`src/rtl/gcn_pkg.sv`:
```
// Shared definitions for the GCN combination/transformation blocks.
//   - Default FM_WM memory geometry (rows, columns, element width).
//   - arb_state_t : phase FSM states of the FM_WM port arbiter.
//   - req_id_t    : requester identity, used for the round-robin pointer.
package gcn_pkg;

  localparam int DEF_FM_WM_ROWS   = 6;
  localparam int DEF_FM_WM_COLS   = 3;
  localparam int DEF_WEIGHT_WIDTH = 16;

  typedef enum logic [1:0] {
    IDLE  = 2'd0,
    RUN   = 2'd1,
    DRAIN = 2'd2
  } arb_state_t;

  typedef enum logic {
    REQ_WR = 1'b0,
    REQ_RD = 1'b1
  } req_id_t;

endpackage

```
`src/rtl/fm_wm_scoreboard.sv`:
```
// Per-row "written" scoreboard for the FM_WM memory.
// Ports:
//   clk, rst         clock and asynchronous active-high reset
//   clr              clear every bit (start of a phase)
//   set_en, set_addr mark one row as written (ignored if out of range)
//   lookup_addr      row to query
//   lookup_hit       written bit of lookup_addr (0 when out of range)
//   all_written      every row has been written
module fm_wm_scoreboard
  import gcn_pkg::*;
#(
  parameter int ROWS    = DEF_FM_WM_ROWS,
  parameter int ADDR_BW = $clog2(ROWS)
) (
  input  logic               clk,
  input  logic               rst,
  input  logic               clr,
  input  logic               set_en,
  input  logic [ADDR_BW-1:0] set_addr,
  input  logic [ADDR_BW-1:0] lookup_addr,
  output logic               lookup_hit,
  output logic               all_written
);

  logic [ROWS-1:0] written_q;
  logic [ROWS-1:0] written_d;

  // Clear wins over set; the two never coincide in practice (clear only in
  // IDLE, set only in RUN).
  always_comb begin
    written_d = written_q;
    if (clr) begin
      written_d = '0;
    end else begin
      for (int i = 0; i < ROWS; i++) begin
        if (set_en && (set_addr == ADDR_BW'(i))) begin
          written_d[i] = 1'b1;
        end
      end
    end
  end

  // Address compare instead of a direct index keeps out-of-range lookups
  // from selecting past the end of the vector.
  always_comb begin
    lookup_hit = 1'b0;
    for (int i = 0; i < ROWS; i++) begin
      if (lookup_addr == ADDR_BW'(i)) begin
        lookup_hit = written_q[i];
      end
    end
  end

  assign all_written = &written_q;

  always_ff @(posedge clk or posedge rst) begin
    if (rst) begin
      written_q <= '0;
    end else begin
      written_q <= written_d;
    end
  end

endmodule

```
`src/rtl/fm_wm_port_arbiter.sv`:
```
// Owner of the single-port FM_WM result memory.
// Shares the memory between the transformation writer (wr_*) and the
// combination/adjacency reader (rd_*) with round-robin arbitration. A read
// is only eligible once its row has been written in the current phase.
// Ports:
//   clk, reset            clock, asynchronous active-high reset
//   start, phase_end      phase control (IDLE->RUN, RUN->DRAIN)
//   wr_req/addr/data/gnt  writer handshake (held until granted)
//   rd_req/addr/gnt       reader handshake (held until granted)
//   rd_valid, rd_data     read return, one cycle after rd_gnt
//   mem_*                 single-port synchronous memory interface
//   all_written           every row written this phase
//   addr_err              sticky out-of-range access flag (cleared by start)
//   phase_done            one-cycle pulse when DRAIN completes
module fm_wm_port_arbiter
  import gcn_pkg::*;
#(
  parameter int  FM_WM_ROWS   = DEF_FM_WM_ROWS,
  parameter int  FM_WM_COLS   = DEF_FM_WM_COLS,
  parameter int  WEIGHT_WIDTH = DEF_WEIGHT_WIDTH,
  parameter int  ADDR_BW      = $clog2(FM_WM_ROWS),
  localparam int ROW_W        = FM_WM_COLS * WEIGHT_WIDTH
) (
  input  logic               clk,
  input  logic               reset,
  input  logic               start,
  input  logic               phase_end,
  input  logic               wr_req,
  input  logic [ADDR_BW-1:0] wr_addr,
  input  logic [ROW_W-1:0]   wr_data,
  output logic               wr_gnt,
  input  logic               rd_req,
  input  logic [ADDR_BW-1:0] rd_addr,
  output logic               rd_gnt,
  output logic               rd_valid,
  output logic [ROW_W-1:0]   rd_data,
  output logic               mem_en,
  output logic               mem_we,
  output logic [ADDR_BW-1:0] mem_addr,
  output logic [ROW_W-1:0]   mem_wdata,
  input  logic [ROW_W-1:0]   mem_rdata,
  output logic               all_written,
  output logic               addr_err,
  output logic               phase_done
);

  localparam logic [ADDR_BW:0] ROWS_EXT = (ADDR_BW + 1)'(FM_WM_ROWS);

  arb_state_t state_q,    state_d;
  req_id_t    rr_pri_q,   rr_pri_d;
  logic       rd_valid_q, rd_valid_d;
  logic       rd_oor_q,   rd_oor_d;   // returning read was out of range
  logic       addr_err_q, addr_err_d;

  logic wr_oor, rd_oor;
  logic wr_elig, rd_elig;
  logic rd_row_written;
  logic sb_clr, sb_set;

  assign wr_oor = {1'b0, wr_addr} >= ROWS_EXT;
  assign rd_oor = {1'b0, rd_addr} >= ROWS_EXT;

  fm_wm_scoreboard #(
    .ROWS    (FM_WM_ROWS),
    .ADDR_BW (ADDR_BW)
  ) u_scoreboard (
    .clk         (clk),
    .rst         (reset),
    .clr         (sb_clr),
    .set_en      (sb_set),
    .set_addr    (wr_addr),
    .lookup_addr (rd_addr),
    .lookup_hit  (rd_row_written),
    .all_written (all_written)
  );

  // Out-of-range reads bypass the scoreboard: they never touch memory, so
  // there is nothing to wait for.
  always_comb begin
    wr_elig = (state_q == RUN) && wr_req;
    rd_elig = (state_q == RUN) && rd_req && (rd_oor || rd_row_written);
    wr_gnt  = wr_elig && (!rd_elig || (rr_pri_q == REQ_WR));
    rd_gnt  = rd_elig && (!wr_elig || (rr_pri_q == REQ_RD));
  end

  always_comb begin
    mem_en    = 1'b0;
    mem_we    = 1'b0;
    mem_addr  = '0;
    mem_wdata = '0;
    if (wr_gnt && !wr_oor) begin
      mem_en    = 1'b1;
      mem_we    = 1'b1;
      mem_addr  = wr_addr;
      mem_wdata = wr_data;
    end else if (rd_gnt && !rd_oor) begin
      mem_en   = 1'b1;
      mem_addr = rd_addr;
    end
  end

  assign sb_set = wr_gnt && !wr_oor;

  always_comb begin
    state_d    = state_q;
    rr_pri_d   = rr_pri_q;
    addr_err_d = addr_err_q;
    sb_clr     = 1'b0;
    rd_valid_d = rd_gnt;
    rd_oor_d   = rd_gnt && rd_oor;
    phase_done = 1'b0;

    if (wr_gnt) begin
      rr_pri_d = REQ_RD;
    end else if (rd_gnt) begin
      rr_pri_d = REQ_WR;
    end

    if ((wr_gnt && wr_oor) || (rd_gnt && rd_oor)) begin
      addr_err_d = 1'b1;
    end

    unique case (state_q)
      IDLE: begin
        if (start) begin
          sb_clr     = 1'b1;
          addr_err_d = 1'b0;
          state_d    = RUN;
        end
      end
      RUN: begin
        // A grant issued alongside phase_end still completes normally.
        if (phase_end) begin
          state_d = DRAIN;
        end
      end
      DRAIN: begin
        if (!rd_valid_q) begin
          phase_done = 1'b1;
          state_d    = IDLE;
        end
      end
      default: state_d = IDLE;
    endcase
  end

  always_ff @(posedge clk or posedge reset) begin
    if (reset) begin
      state_q    <= IDLE;
      rr_pri_q   <= REQ_WR;
      rd_valid_q <= 1'b0;
      rd_oor_q   <= 1'b0;
      addr_err_q <= 1'b0;
    end else begin
      state_q    <= state_d;
      rr_pri_q   <= rr_pri_d;
      rd_valid_q <= rd_valid_d;
      rd_oor_q   <= rd_oor_d;
      addr_err_q <= addr_err_d;
    end
  end

  assign rd_valid = rd_valid_q;
  assign rd_data  = (rd_valid_q && !rd_oor_q) ? mem_rdata : '0;
  assign addr_err = addr_err_q;

endmodule
```
`config.mk`:
```
export PLATFORM = sky130hd
export DESIGN_NAME = fm_wm_port_arbiter
export DESIGN_NICKNAME = d
export VERILOG_FILES = /design/src/rtl/gcn_pkg.sv /design/src/rtl/fm_wm_scoreboard.sv /design/src/rtl/fm_wm_port_arbiter.sv
export SDC_FILE = /design/constraint.sdc
export NUM_CORES = 1
export LEC_CHECK = 0
export ABC_AREA = 1
export BUFFER_PORTS_ARGS = -buffer_cell sky130_fd_sc_hd__buf_2
export CELL_PAD_IN_SITES_DETAIL_PLACEMENT = 0
export CELL_PAD_IN_SITES_GLOBAL_PLACEMENT = 1
export CORE_UTILIZATION = 18
export CTS_CLUSTER_SIZE = 24
export DETAILED_ROUTE_END_ITERATION = 16
export GPL_TIMING_DRIVEN = 0
export PLACE_DENSITY_LB_ADDON = 0.1
export SETUP_SLACK_MARGIN = 0.02
export SLEW_MARGIN = 10
export SYNTH_ARGS = -nofsm -noshare
export SYNTH_HDL_FRONTEND = slang
export SYNTH_SLANG_ARGS = --single-unit
```
`constraint.sdc`:
```
create_clock -name clk -period 2.9 [get_ports clk]
set_input_delay 0.145 -clock clk [delete_from_list [all_inputs] [get_ports clk]]
set_output_delay 0.145 -clock clk [all_outputs]
set_load 0.05 [all_outputs]
```
==> impl_metrics.toml <==
[routing]
vias = 2348
wl_per_cell_um = 10.6
totalWireLength_mm = 6.67
vias_per_cell = 3.74
firstDrtPassIters = 4
postRouteAntennaNets = 0
first_iter_violations = 30
drcViolationCount = 0

[critical_path]
cp_slowest_cell = "dfrtp_1"
crit_path_end_kind = "output port"
crit-reg2reg-capture = "u_scoreboard.written_q[3]$_DFFE_PP0P_"
crit_chain = "nor2_2, nand2_1, nor2_2, nor2_2, nand2_4, nand2_4, nor2_8, inv_2, buf_6, buf_12, nor2_4, buf_2"
cpPeakStageDelay_ns = 0.41
critical_path_buf_inv_count = 4
start_kind = "register"
required_ns = 2.76
cp.depth = 12
r2r-start = "state_q[1]$_DFFE_PP0P_"
critical_path_arrival_ns = 2.08
endpoint = "mem_wdata[44]"
crit_start = "state_q[1]$_DFFE_PP0P_"
r2r_slack_ns = 1.51
cp_max_fo = 10
cp_top_family = "simple AND/OR/NAND/NOR gates"
cp_common_cell = "nor2_2"
worstSetupPathType = "register to output port"
r2r_cells = 10

[power_and_ir_drop]
leakagePower_nw = 2.19
ir_drop_v = 0.000248
powerDensity_nw_per_um2 = 490

[layout]
layout_commonest_cell = "buf_2"
drive_above_1_share_pct = 45.7
area_growth_pct = 79.5
layout_common_cells = "217 x buf_2, 121 x inv_1, 93 x nor2_1"
fill_cells = 970
n_antenna_cell = 0
final_cell_area_um2 = 2830
finish.utilization_pct = 33.9
nNetsFinal = 633

[sta]
grt_setup_unrepaired = "false"
fin_worst_skew_ns = 0.000311
finalHoldViolations = 0
period_minus_slack_ns = 2.22
min_period_over_period_pct = 76.7
tns_ns = 0
hold_slack_ns = 0.123
fin_ws_ns = 0.677
maxSlewViolCount = 0
worstMarginPinSlew_ns = 0.505
fmax_mhz = 450
setup_viol = 0
slew_headroom_pct = 66.3

[clocking]
cts_setup_buffers = 0
cts_buffers = 3
cts_tree = "done"
insertion_delay_ns = 0.24
clock_path_buffers = 2
cts_root_buffer = "clkbuf_8"
cts_sinks = 12
post_cts_resized = 0
htree_levels = 1
clkTransAtPathRegs_ns = 0.05

[synth]
postSynthAreaPerCell_um2 = 5.17
synth_top_area_share_pct = 28.8
synthTopCellsByArea = "inv_1 29%, nor2_1 22%, dfrtp_1 19%, nor2_4 6.4%, nand2_1 5.9%"
syn-num-nets = 413
yosysWarnings = 0
syn_inst = 305
yosysSeqAreaShare_pct = 19.0
synth_largest_area_cell = "inv_1"
ys_ff_latch = 12
synth_cell_types = 19
synth_area_um2 = 1580

[place]
post-place-ws_ns = 0.907
place_hpwl_mm = 5.85
placed_area_um2 = 2780
numPortBuffers = 214
routabilityCongestion = 0.738

[global_routing]
grt_pass1_wl_mm = 9.19
antenna_found_initial = 0
grt_pass1_vias = 1921
grt_usage_pct = 13.0
grt_overflow_total = 0
grt_max_degree = 13

[run]
cap_viol_max_count = 0

[worst_hold_path]
min_path_type = "input pin to register"
min-delay-start = "phase_end"

[status]
status = "completed"

[floorplanning]
fp.dieH_um = 95.6
pin_count = 215
die_area_um2 = 9140
die_x_um = 95.6
start_util_pct = 18.9
rows = 33
coreArea_um2 = 8340
[stage by stage]
step,instances,power (W)
finish,628,0.00139
global route,628,0.00149
CTS,628,0.00141
detailed placement,624,0.00125
global placement,624,0.00125
floorplan,305,0.000983
[worst min path at each step]
| stage | depth (start not counted) | slack [ns] | endpoint |
|---|---|---|---|
| final | 3 | 0.12 | state_q[1]$_DFFE_PP0P_ |
| after floorplan | 1 | 0.01 | addr_err$_DFF_PP0_ |
| after detailed placement | 2 | 0.20 | state_q[0]$_DFFE_PP0P_ |
| after global placement | 2 | 0.19 | state_q[0]$_DFFE_PP0P_ |
| after global routing | 2 | 0.13 | state_q[0]$_DFFE_PP0P_ |
| after CTS | 3 | 0.12 | state_q[1]$_DFFE_PP0P_ |
[routing by layer]
metal | track usage, % | vias to the layer above | share of wire (%)
met5 | 0 | - | 0
met4 | 1.49 | 0 | 0.30
met3 | 2.95 | 2 | 8.7
met2 | 25.7 | 106 | 54
met1 | 14.3 | 984 | 37
li1 | - | 1256 | -
[cell usage after synthesis (all sizes together)]
cell type / n
inv: 123
nor2: 106
nand2: 27
dfrtp: 12
a21oi: 6
nand4: 6
buf: 5
clkbuf: 5
nand3: 5
o21ai: 5
nor3: 4
o21a: 1
[registers in the layout (all words and copies together), names as in the netlist]
register,flops
rr_pri_q,1
addr_err,1
state_q,2
rd_valid,1
rd_oor_q,1
u_scoreboard.written_q,6
[power by group]
| group | internal, W | switching, W | total [W] | leakage (nW) |
|---|---|---|---|---|
| clock | 0.0000915 | 0.0000597 | 0.000151 | 0.0216 |
| combinational | 0.000241 | 0.000767 | 0.00101 | 2.00 |
| sequential | 0.000201 | 0.0000263 | 0.000227 | 0.160 |
| total | 0.000534 | 0.000853 | 0.00139 | 2.19 |
[worst min-delay path, delay by kind of cell]
kind | cells | cell delay [ns]
buf+inv | 1 | 0.09
simple gates | 2 | 0.09
[cell type report]
class,instances,area (um2),share of cell area (%)
clock buffer,3,41.3,1.46
timing repair buffer,215,1080,38.2
tap,105,131,4.64
sequential,12,300,10.6
inverter,123,462,16.3
multi-input combinational,160,751,26.5
buffer,10,65.1,2.30
[cell families (layout without fill, tap and decap cells)]
logic type,Yosys count,in the layout,share of synthesized area (%)
flops,12,12,19.0
buf+inv,133,351,33.4
compound gates,12,12,3.97
simple gates,148,148,43.6
[timing repair]
item                                    4_1_cts  5_1_grt
endpoints found under the setup margin        0        0
hold endpoints to repair                     12        0
hold buffers                                  1        0
No activity file was read; power rests on OpenSTA's default activity.
